==> src/rtl/spi_main.sv <==
// SPI mode-0 controller (initiator), MSB first. Optional back-to-back framing
// keeps SSN low across words when hold_cs is set at end of word.
module spi_main #(
  parameter int unsigned WORD_SIZE = 8,
  parameter int unsigned CLK_DIV   = 4,
  parameter int unsigned CS_GAP    = 4
) (
  input  logic                 clk_system,
  input  logic                 rstn_system,
  input  logic [WORD_SIZE-1:0] tx_data,
  input  logic                 tx_valid,
  output logic                 tx_ready,
  input  logic                 hold_cs,
  output logic [WORD_SIZE-1:0] rx_data,
  output logic                 rx_valid,
  output logic                 busy,
  output logic                 spi_sclk,
  output logic                 spi_ssn,
  output logic                 spi_mosi,
  input  logic                 spi_miso
);

  localparam int unsigned CNT_MAX = (CLK_DIV > CS_GAP) ? CLK_DIV : CS_GAP;
  localparam int unsigned CW      = $clog2(CNT_MAX + 1);
  localparam int unsigned EDGES   = 2 * WORD_SIZE;
  localparam int unsigned EW      = $clog2(EDGES + 2);

  localparam logic [CW-1:0] DIV_LAST  = CW'(CLK_DIV - 1);
  localparam logic [CW-1:0] GAP_LAST  = CW'(CS_GAP - 1);
  localparam logic [EW-1:0] LAST_FALL = EW'(EDGES - 1);
  localparam logic [EW-1:0] ALL_EDGES = EW'(EDGES);
  localparam logic [EW-1:0] END_WORD  = EW'(EDGES + 1);

  typedef enum logic [2:0] {IDLE, SETUP, SHIFT, HOLD, GAP} state_t;

  state_t               state;
  logic [CW-1:0]        cnt;
  logic [EW-1:0]        edge_cnt;
  logic [WORD_SIZE-1:0] tx_sh;
  logic [WORD_SIZE-1:0] rx_sh;
  logic                 load;

  // A word can be taken from IDLE, or from the first HOLD cycle when hold_cs
  // raised tx_ready at end of word; both paths restart at SETUP.
  always_comb begin
    load = 1'b0;
    if ((state == IDLE) || (state == HOLD))
      load = tx_valid && tx_ready;
  end

  always_ff @(posedge clk_system or negedge rstn_system) begin
    if (!rstn_system) begin
      state    <= IDLE;
      cnt      <= '0;
      edge_cnt <= '0;
      tx_sh    <= '0;
      rx_sh    <= '0;
      rx_data  <= '0;
      rx_valid <= 1'b0;
      tx_ready <= 1'b0;
      busy     <= 1'b0;
      spi_sclk <= 1'b0;
      spi_ssn  <= 1'b1;
      spi_mosi <= 1'b0;
    end else begin
      rx_valid <= 1'b0;
      if (load) begin
        tx_sh    <= tx_data;
        spi_mosi <= tx_data[WORD_SIZE-1];
        spi_ssn  <= 1'b0;
        tx_ready <= 1'b0;
        busy     <= 1'b1;
        cnt      <= '0;
        edge_cnt <= '0;
        state    <= SETUP;
      end else begin
        case (state)
          IDLE: tx_ready <= 1'b1;
          SETUP, SHIFT: begin
            if (edge_cnt == END_WORD) begin
              rx_data  <= rx_sh;
              rx_valid <= 1'b1;
              tx_ready <= hold_cs;
              cnt      <= '0;
              state    <= HOLD;
            end else if (cnt != DIV_LAST) begin
              cnt <= cnt + 1'b1;
            end else begin
              // Half-period boundary: after the last edge one more idle-low
              // half period elapses before the end-of-word cycle.
              cnt      <= '0;
              state    <= SHIFT;
              edge_cnt <= edge_cnt + 1'b1;
              if (edge_cnt != ALL_EDGES) begin
                spi_sclk <= ~spi_sclk;
                if (!spi_sclk) begin
                  rx_sh <= {rx_sh[WORD_SIZE-2:0], spi_miso};
                end else if (edge_cnt != LAST_FALL) begin
                  spi_mosi <= tx_sh[WORD_SIZE-2];
                  tx_sh    <= tx_sh << 1;
                end
              end
            end
          end
          HOLD: begin
            tx_ready <= 1'b0;
            if (cnt != DIV_LAST) begin
              cnt <= cnt + 1'b1;
            end else begin
              cnt     <= '0;
              spi_ssn <= 1'b1;
              state   <= GAP;
            end
          end
          GAP: begin
            if (cnt != GAP_LAST) begin
              cnt <= cnt + 1'b1;
            end else begin
              cnt      <= '0;
              edge_cnt <= '0;
              busy     <= 1'b0;
              tx_ready <= 1'b1;
              state    <= IDLE;
            end
          end
          default: state <= IDLE;
        endcase
      end
    end
  end

endmodule

==> config.mk <==
export PLATFORM = sky130hd
export DESIGN_NAME = spi_main
export DESIGN_NICKNAME = d
export VERILOG_FILES = /design/src/rtl/spi_main.sv
export SDC_FILE = /design/constraint.sdc
export NUM_CORES = 1
export LEC_CHECK = 0
export CAP_MARGIN = 10
export CORE_UTILIZATION = 55
export CTS_CLUSTER_SIZE = 12
export DETAILED_ROUTE_END_ITERATION = 16
export PLACE_DENSITY_LB_ADDON = 0.12
export SYNTH_ARGS = -nofsm -noshare
export SYNTH_HDL_FRONTEND = slang
export SYNTH_SLANG_ARGS = --single-unit
==> constraint.sdc <==
create_clock -name clk_system -period 2.2 [get_ports clk_system]
set_input_delay 0.44 -clock clk_system [delete_from_list [all_inputs] [get_ports clk_system]]
set_output_delay 0.44 -clock clk_system [all_outputs]
set_load 0.02 [all_outputs]
==> results of run 1 <==
sequential cells by signal, summed over array words and instances (netlist names), 3 cells and up:
register,cells
rx_data,8
edge_cnt,5
tx_sh,7
state,3
cnt,3
rx_sh,8
critical path: cells and delay by family, from the launching register on:
kind | cells | cell delay (ps)
AND/OR/NAND/NOR | 2 | 560
flip-flops | 1 | 440
adder cells (fa/ha/maj) | 2 | 410
AO/OA/AOI/OAI | 2 | 530
power by group through the flow:
stage | clock network, W | registers, W | logic, W
global route | 0.000656 | 0.00129 | 0.00181
floorplan | 0 | 0.00121 | 0.00121
finish | 0.000612 | 0.00125 | 0.00164
global placement | 0 | 0.00123 | 0.00156
detailed placement | 0 | 0.00126 | 0.00163
CTS | 0.000629 | 0.00125 | 0.00164
final cells by class:
cell class,count,area (sq um)
inverters,13,48.8
clock buffers,5,68.8
repair buffers,37,338
well taps,48,60.1
fillers,277,1070
flip-flops and latches,40,1000
multi-input cells,137,1080
clock inverters,3,47.5
metrics by stage:
stage	cells	area (sq um)	worst slack (ps)	hold slack, ps	utilization (%)
2_1_floorplan	199	2180	320	144	-
3_3_place_gp	275	2520	193	394	67.9
3_5_place_dp	275	2520	79.2	416	67.9
4_1_cts	283	2640	85.9	94.5	71.1
5_1_grt	283	2640	40.4	109	71.1
6_report	283	2640	154	79.3	71.1
routing by layer:
metal	vias to the layer above	routed length, um
met2	50	2260
met3	10	168
met4	0	71
met5	-	0
met1	812	1960
li1	788	-
layout by cell type, fill, tap and decap left out, types with 8 or more instances in the layout:
| cell | count |
|---|---|
| buf_4 | 11 |
| nand2_1 | 10 |
| a21oi_1 | 9 |
| clkdlybuf4s50_1 | 25 |
| mux2_2 | 20 |
| nor2_1 | 8 |
| dfrtp_1 | 39 |
| inv_1 | 13 |
how the worst max path moves through the flow:
| stage | cells after the start | to | start |
|---|---|---|---|
| after floorplan | 7 | tx_sh[6] | edge_cnt[0] |
| after global placement | 6 | rx_sh[5] | cnt[0] |
| after detailed placement | 6 | tx_sh[3] | cnt[0] |
| after CTS | 6 | tx_sh[3] | cnt[0] |
| after global routing | 6 | tx_sh[1] | edge_cnt[0] |
| final | 6 | tx_sh[3] | edge_cnt[0] |
kinds of logic (layout without fill, tap and decap cells):
family | Yosys count | after routing | synth area share, %
muxes | 24 | 24 | 12.2
DFF | 40 | 40 | 46.0
buffers and inverters | 22 | 58 | 4.54
and+or+nand+nor | 57 | 57 | 15.8
adders and majority gates | 5 | 5 | 2.87
xor gates and xnor gates | 3 | 3 | 2.07
AOI/OAI and AO/OA | 48 | 48 | 16.5
timing repair:
item / in CTS / in global routing
gates resized for setup: 0 / 1
setup endpoints to repair: 0 / 15
setup buffers: 0 / 0
==> insert_results.sql, run 1 <==
INSERT INTO impl_metrics (metric_group, metric, value, unit) VALUES
('cells_and_area', 'antenna_diode_count', '0', ''),
('setup_path', 'worstReg2RegStart', 'edge_cnt[0]', ''),
('timing', 'hold_viol_final', '0', ''),
('clocking', 'cts-htree-levels', '2', ''),
('grt', 'first_pass_grt_wire_length', '7580', 'um'),
('clocking', 'path_clk_slew', '90', 'ps'),
('setup_path', 'worstPathArrival', '2230', 'ps'),
('floorplanning', 'die_area', '4210', 'sq um'),
('grt', 'grt_start_max_net_pins', '23', ''),
('synthesis', 'ys.warnings.count', '0', ''),
('grt', 'met1_usage', '29.6', '%'),
('placed_design', 'place_congestion', '0.894', ''),
('clocking', 'tritoncts.num_buffers', '5', ''),
('timing', 'final-setup-viol-count', '0', ''),
('timing', 'final.period_utilization', '93.0', '%'),
('synthesis', 'netlist_top_cells_area', 'dfrtp_1 (45%), mux2_2 (10%), ha_1 (2.9%), o31a_1 (2.8%), o21a_1 (2.4%)', ''),
('clocking', 'worst_skew_pair.late_latency', '290', 'ps'),
('synthesis', 'synthFlopType', 'dfrtp_1', ''),
('grt', 'use_met2', '39.7', '%'),
('status', 'status', 'completed', ''),
('grt', 'grtUsageMet3', '5.28', '%'),
('placed_design', 'port-buffer-count', '26', ''),
('floorplanning', 'dieHeight', '64.9', 'um'),
('clocking', 'ctsLongestPathBuffers', '2', ''),
('drt', 'via_count', '1660', ''),
('clocking', 'cts_tree', 'built', ''),
('drt', 'post-route-drc-count', '0', ''),
('synthesis', 'synth.cells.most_frequent', 'dfrtp_1 (39), mux2_2 (20), inv_1 (13)', ''),
('synthesis', 'ys_async_sr_fraction', '100', '%'),
('cells_and_area', 'finish.net_count', '252', ''),
('power', 'pwr-share-comb', '46.9', '%'),
('setup_path', 'worst_path_max_fanout', '15', ''),
('power', 'static-leakage-power', '1.14', 'nW'),
('synthesis', 'ys_seq_elements', '40', ''),
('synthesis', 'synth.top_cell.area_share', '44.8', '%'),
('power', 'power.clock.fraction', '17.5', '%'),
('clocking', 'holdBufCountCts', '0', ''),
('synthesis', 'post_synth_num_cell_types', '50', ''),
('setup_path', 'crit_path_kind', 'register to register', ''),
('drt', 'detail_route.first_pass.iterations', '4', ''),
('setup_path', 'cp_data_required_time', '2380', 'ps'),
('drt', 'drt_via_density', '5.87', ''),
('synthesis', 'netlist_area', '2180', 'sq um'),
('power', 'power_switching_share', '39.0', '%'),
('power', 'ir_worst_vdd', '0.000764', 'V'),
('drt', 'post_drt_wl_per_cell', '15.8', 'um'),
('grt', 'grt_overflow_total', '0', ''),
('floorplanning', 'num_io_pins', '27', ''),
('floorplanning', 'dieWidth', '64.9', 'um'),
('synthesis', 'number_of_flops_mapped_to_enable_cells_by_yosys', '0', ''),
('setup_path', 'critical_path.max_stage_delay', '440', 'ps'),
('setup_path', 'critPathMostFrequentCell', 'ha_1', ''),
('drt', 'antenna_nets_post_route', '0', ''),
('timing', 'setup_tns', '0', 'ps'),
('synthesis', 'mappedNetlistNets', '217', ''),
('setup_path', 'timing.rr.end', 'tx_sh[3]', ''),
('clocking', 'cts-root-buf', 'clkbuf_8', ''),
('power', 'internal_power_of_the_cells', '0.00214', 'W'),
('clocking', 'tritoncts_num_sinks', '40', ''),
('grt', 'global_route.peak_usage_layer', 'met2', ''),
('drt', 'detail_route.wirelength', '4470', 'um'),
('timing', 'relSlewSlack', '64.0', '%'),
('setup_path', 'timing.critical_path.slowest_stage_cell', 'dfrtp_1', ''),
('timing', 'fin_crit', '2050', 'ps'),
('timing', 'rsz0062_at_grt', 'no', ''),
('power', 'power_switching', '0.00137', 'W'),
('timing', 'worst_pin_slew', '540', 'ps'),
('setup_path', 'ff2ff_setup_slack', '150', 'ps'),
('power', 'powerDensity', '1330', 'nW/um^2'),
('power', 'totalPowerFinal', '0.00351', 'W'),
('timing', 'timing.fmax', '489', 'MHz');
(Power assumes the default switching activity.)
==> inputs of run 2 (changes only) <==
--- a/config.mk
+++ b/config.mk
@@ -5,11 +5,10 @@
 export SDC_FILE = /design/constraint.sdc
 export NUM_CORES = 1
 export LEC_CHECK = 0
-export CAP_MARGIN = 10
 export CORE_UTILIZATION = 55
 export CTS_CLUSTER_SIZE = 12
 export DETAILED_ROUTE_END_ITERATION = 16
-export PLACE_DENSITY_LB_ADDON = 0.12
+export PLACE_DENSITY = 0.83
 export SYNTH_ARGS = -nofsm -noshare
 export SYNTH_HDL_FRONTEND = slang
 export SYNTH_SLANG_ARGS = --single-unit
==> constraint.sdc (replaced) <==
create_clock -name clk_system -period 2.3 [get_ports clk_system]
set_input_delay 0.46 -clock clk_system [delete_from_list [all_inputs] [get_ports clk_system]]
set_output_delay 0.46 -clock clk_system [all_outputs]
set_load 0.02 [all_outputs]
==> run 2 against run 1 <==
Final cell count down 1.1%. Wire length down 4.5%. First-iteration DRC count up 41%. Hold slack better by 120 ps. Fmax up 1.5%. Power down 5.2%. Clock skew down 0.70 ps. Sequential cell count unchanged. Critical endpoint is now spi_mosi.
==> insert_results.sql, run 2 (same netlist as run 1, synthesis figures left out) <==
INSERT INTO impl_metrics (metric_group, metric, value, unit) VALUES
('status', 'status', 'completed', ''),
('clocking', 'holdBufCountCts', '0', ''),
('timing', 'final-setup-viol-count', '0', ''),
('cells_and_area', 'biggestRegsByFlops', 'rx_data x8, rx_sh x8, tx_sh x7', ''),
('timing', 'fin_ws', '283', 'ps'),
('cells_and_area', 'flip_flop_and_latch_area', '1000', 'sq um'),
('clocking', 'ctsLongestPathBuffers', '2', ''),
('run', 'maxCapViolCount', '0', ''),
('worst_hold_path', 'worst_hold_path_type', 'input pin to asynchronous set/reset pin', ''),
('clocking', 'cts_setup_buffers', '0', ''),
('cells_and_area', 'layout-area-overhead-vs-synth', '20.5', '%'),
('timing', 'setup_tns', '0', 'ps'),
('power', 'power_switching', '0.00127', 'W'),
('clocking', 'cts-htree-levels', '2', ''),
('floorplanning', 'dieHeight', '64.9', 'um'),
('cells_and_area', 'mostFrequentLayoutCells', 'dfrtp_1 (39), clkdlybuf4s50_1 (25), mux2_2 (20), inv_1 (13), nand2_1 (10)', ''),
('placed_design', 'dp_hpwl', '2890', 'um'),
('clocking', 'path_clk_slew', '80', 'ps'),
('timing', 'clock-skew-final', '7.32', 'ps'),
('cells_and_area', 'stdcell_area', '2620', 'sq um'),
('drt', 'detail_route.wirelength', '4260', 'um'),
('setup_path', 'worstPathArrival', '2200', 'ps'),
('clocking', 'postCtsResizedCells', '0', ''),
('power', 'internal_power_of_the_cells', '0.00205', 'W'),
('drt', 'drt_via_density', '5.79', ''),
('placed_design', 'place_ws', '93.3', 'ps'),
('setup_path', 'cp_data_required_time', '2490', 'ps'),
('cells_and_area', 'utilization', '70.6', '%'),
('cells_and_area', 'finish.net_count', '249', ''),
('grt', 'grt_antenna_before_repair', '0', ''),
('placed_design', 'place_congestion', '0.854', ''),
('cells_and_area', 'final_common_cell', 'dfrtp_1', ''),
('timing', 'rsz0062_at_grt', 'no', ''),
('power', 'static-leakage-power', '1.13', 'nW'),
('placed_design', 'detailed_place.area', '2500', 'sq um'),
('drt', 'via_count', '1621', ''),
('power', 'totalPowerFinal', '0.00333', 'W'),
('power', 'power_switching_share', '38.3', '%'),
('clocking', 'tritoncts.num_buffers', '5', ''),
('drt', 'post-route-drc-count', '0', ''),
('power', 'p_seq_share', '35.0', '%'),
('timing', 'worst_pin_slew', '675', 'ps'),
('clocking', 'worst_skew_pair.late_latency', '300', 'ps'),
('floorplanning', 'dieWidth', '64.9', 'um'),
('grt', 'first_pass_grt_wire_length', '7460', 'um'),
('timing', 'final.period_utilization', '87.7', '%'),
('floorplanning', 'initial_standard_cell_utilization_of_the_core', '58.6', '%'),
('setup_path', 'worst_path_max_fanout', '15', ''),
('drt', 'antenna_nets_post_route', '0', ''),
('floorplanning', 'placeableCoreArea', '3720', 'sq um'),
('timing', 'fin_crit', '2020', 'ps'),
('drt', 'post_drt_wl_per_cell', '15.2', 'um'),
('setup_path', 'crit_path_start_kind', 'register', ''),
('floorplanning', 'number_of_placement_rows', '22', ''),
('power', 'pwr-share-comb', '46.7', '%'),
('drt', 'detail_route.first_pass.iterations', '5', ''),
('timing', 'relSlewSlack', '54.8', '%'),
('floorplanning', 'die_area', '4210', 'sq um'),
('power', 'power.clock.fraction', '18.3', '%'),
('grt', 'vias_in_the_first_global_route', '1580', ''),
('cells_and_area', 'layout-drive-gt1-share', '19.8', '%'),
('drt', 'first_iteration_detailed_routing_drc_count', '169', ''),
('power', 'ir_worst_vdd', '0.000495', 'V'),
('clocking', 'tritoncts_num_sinks', '40', ''),
('placed_design', 'port-buffer-count', '26', ''),
('grt', 'overall_track_demand_over_capacity_in_global_routing', '23.5', '%'),
('cells_and_area', 'final.fill_count', '279', ''),
('setup_path', 'crit_path_kind', 'register to register', ''),
('grt', 'grt_overflow_total', '0', ''),
('timing', 'timing_max_transition_violations_final', '0', ''),
('timing', 'timing.fmax', '496', 'MHz'),
('floorplanning', 'num_io_pins', '27', ''),
('power', 'powerDensity', '1270', 'nW/um^2'),
('clocking', 'cts_tree', 'built', ''),
('setup_path', 'critPathCaptureType', 'register', ''),
('clocking', 'cts-root-buf', 'clkbuf_8', ''),
('cells_and_area', 'antenna_diode_count', '0', ''),
('timing', 'hold_viol_final', '0', ''),
('grt', 'grt_start_max_net_pins', '41', ''),
('cells_and_area', 'multi_input_comb_area', '1080', 'sq um');
## run 2: changes by cell type in the layout (fill, tap and decap cells not counted), sizes merged
cell,delta
buf,-3
clkbuf,+1
clkinv,-1
## run 2: worst max-delay path, stage by stage, from the launching register on
cell and delay, ps:
dfrtp_1 430, ha_1 250, and3_1 190, ha_1 160
nand2b_1 350, o21a_1 280, o31a_1 240
## run 2: layout make-up
| cell class | instances | area share (%) |
|---|---|---|
| repair buffers | 34 | 12.0 |
| inverters | 13 | 1.86 |
| clock buffers | 6 | 3.15 |
| clock inverters | 2 | 1.48 |
| flip-flops and latches | 40 | 38.2 |
| multi-input cells | 137 | 41.0 |
| well taps | 48 | 2.29 |
## run 2: through the flow
stage	hold slack, ps	instances
after detailed placement	477	272
final	199	280
after CTS	215	280
after global placement	467	272
after global routing	249	280
after floorplan	164	199
## run 2: worst paths after layout
| kind | from | endpoint | slack, ps | depth (start not counted) |
|---|---|---|---|---|
| min reg2reg | cnt[1] | cnt[1] | 490 | 2 |
| max in group asynchronous | rstn_system | spi_ssn | 1730 | 2 |
| max reg2reg | edge_cnt[0] | spi_mosi | 280 | 6 |
| max | edge_cnt[0] | spi_mosi | 280 | 6 |
| min in group clk_system | cnt[1] | cnt[1] | 490 | 2 |
| min | rstn_system | rx_data[5] | 200 | 2 |
## run 2: per-layer routing
metal / global-route usage (%) / wire [um] / up-vias
met2: 37.1 / 2070 / 45
met1: 31.3 / 1950 / 784
met5: 0 / 0 / -
met3: 4.05 / 154 / 8
li1: - / - / 784
met4: 11.1 / 91 / 0
## run 2: power groups by stage
stage	registers (W)	logic [W]	clock network [W]
after CTS	0.00116	0.00155	0.000626
after floorplan	0.00116	0.00115	0
after global placement	0.00117	0.00150	0
final	0.00116	0.00155	0.000610
after detailed placement	0.00118	0.00153	0
after global routing	0.00121	0.00172	0.000648
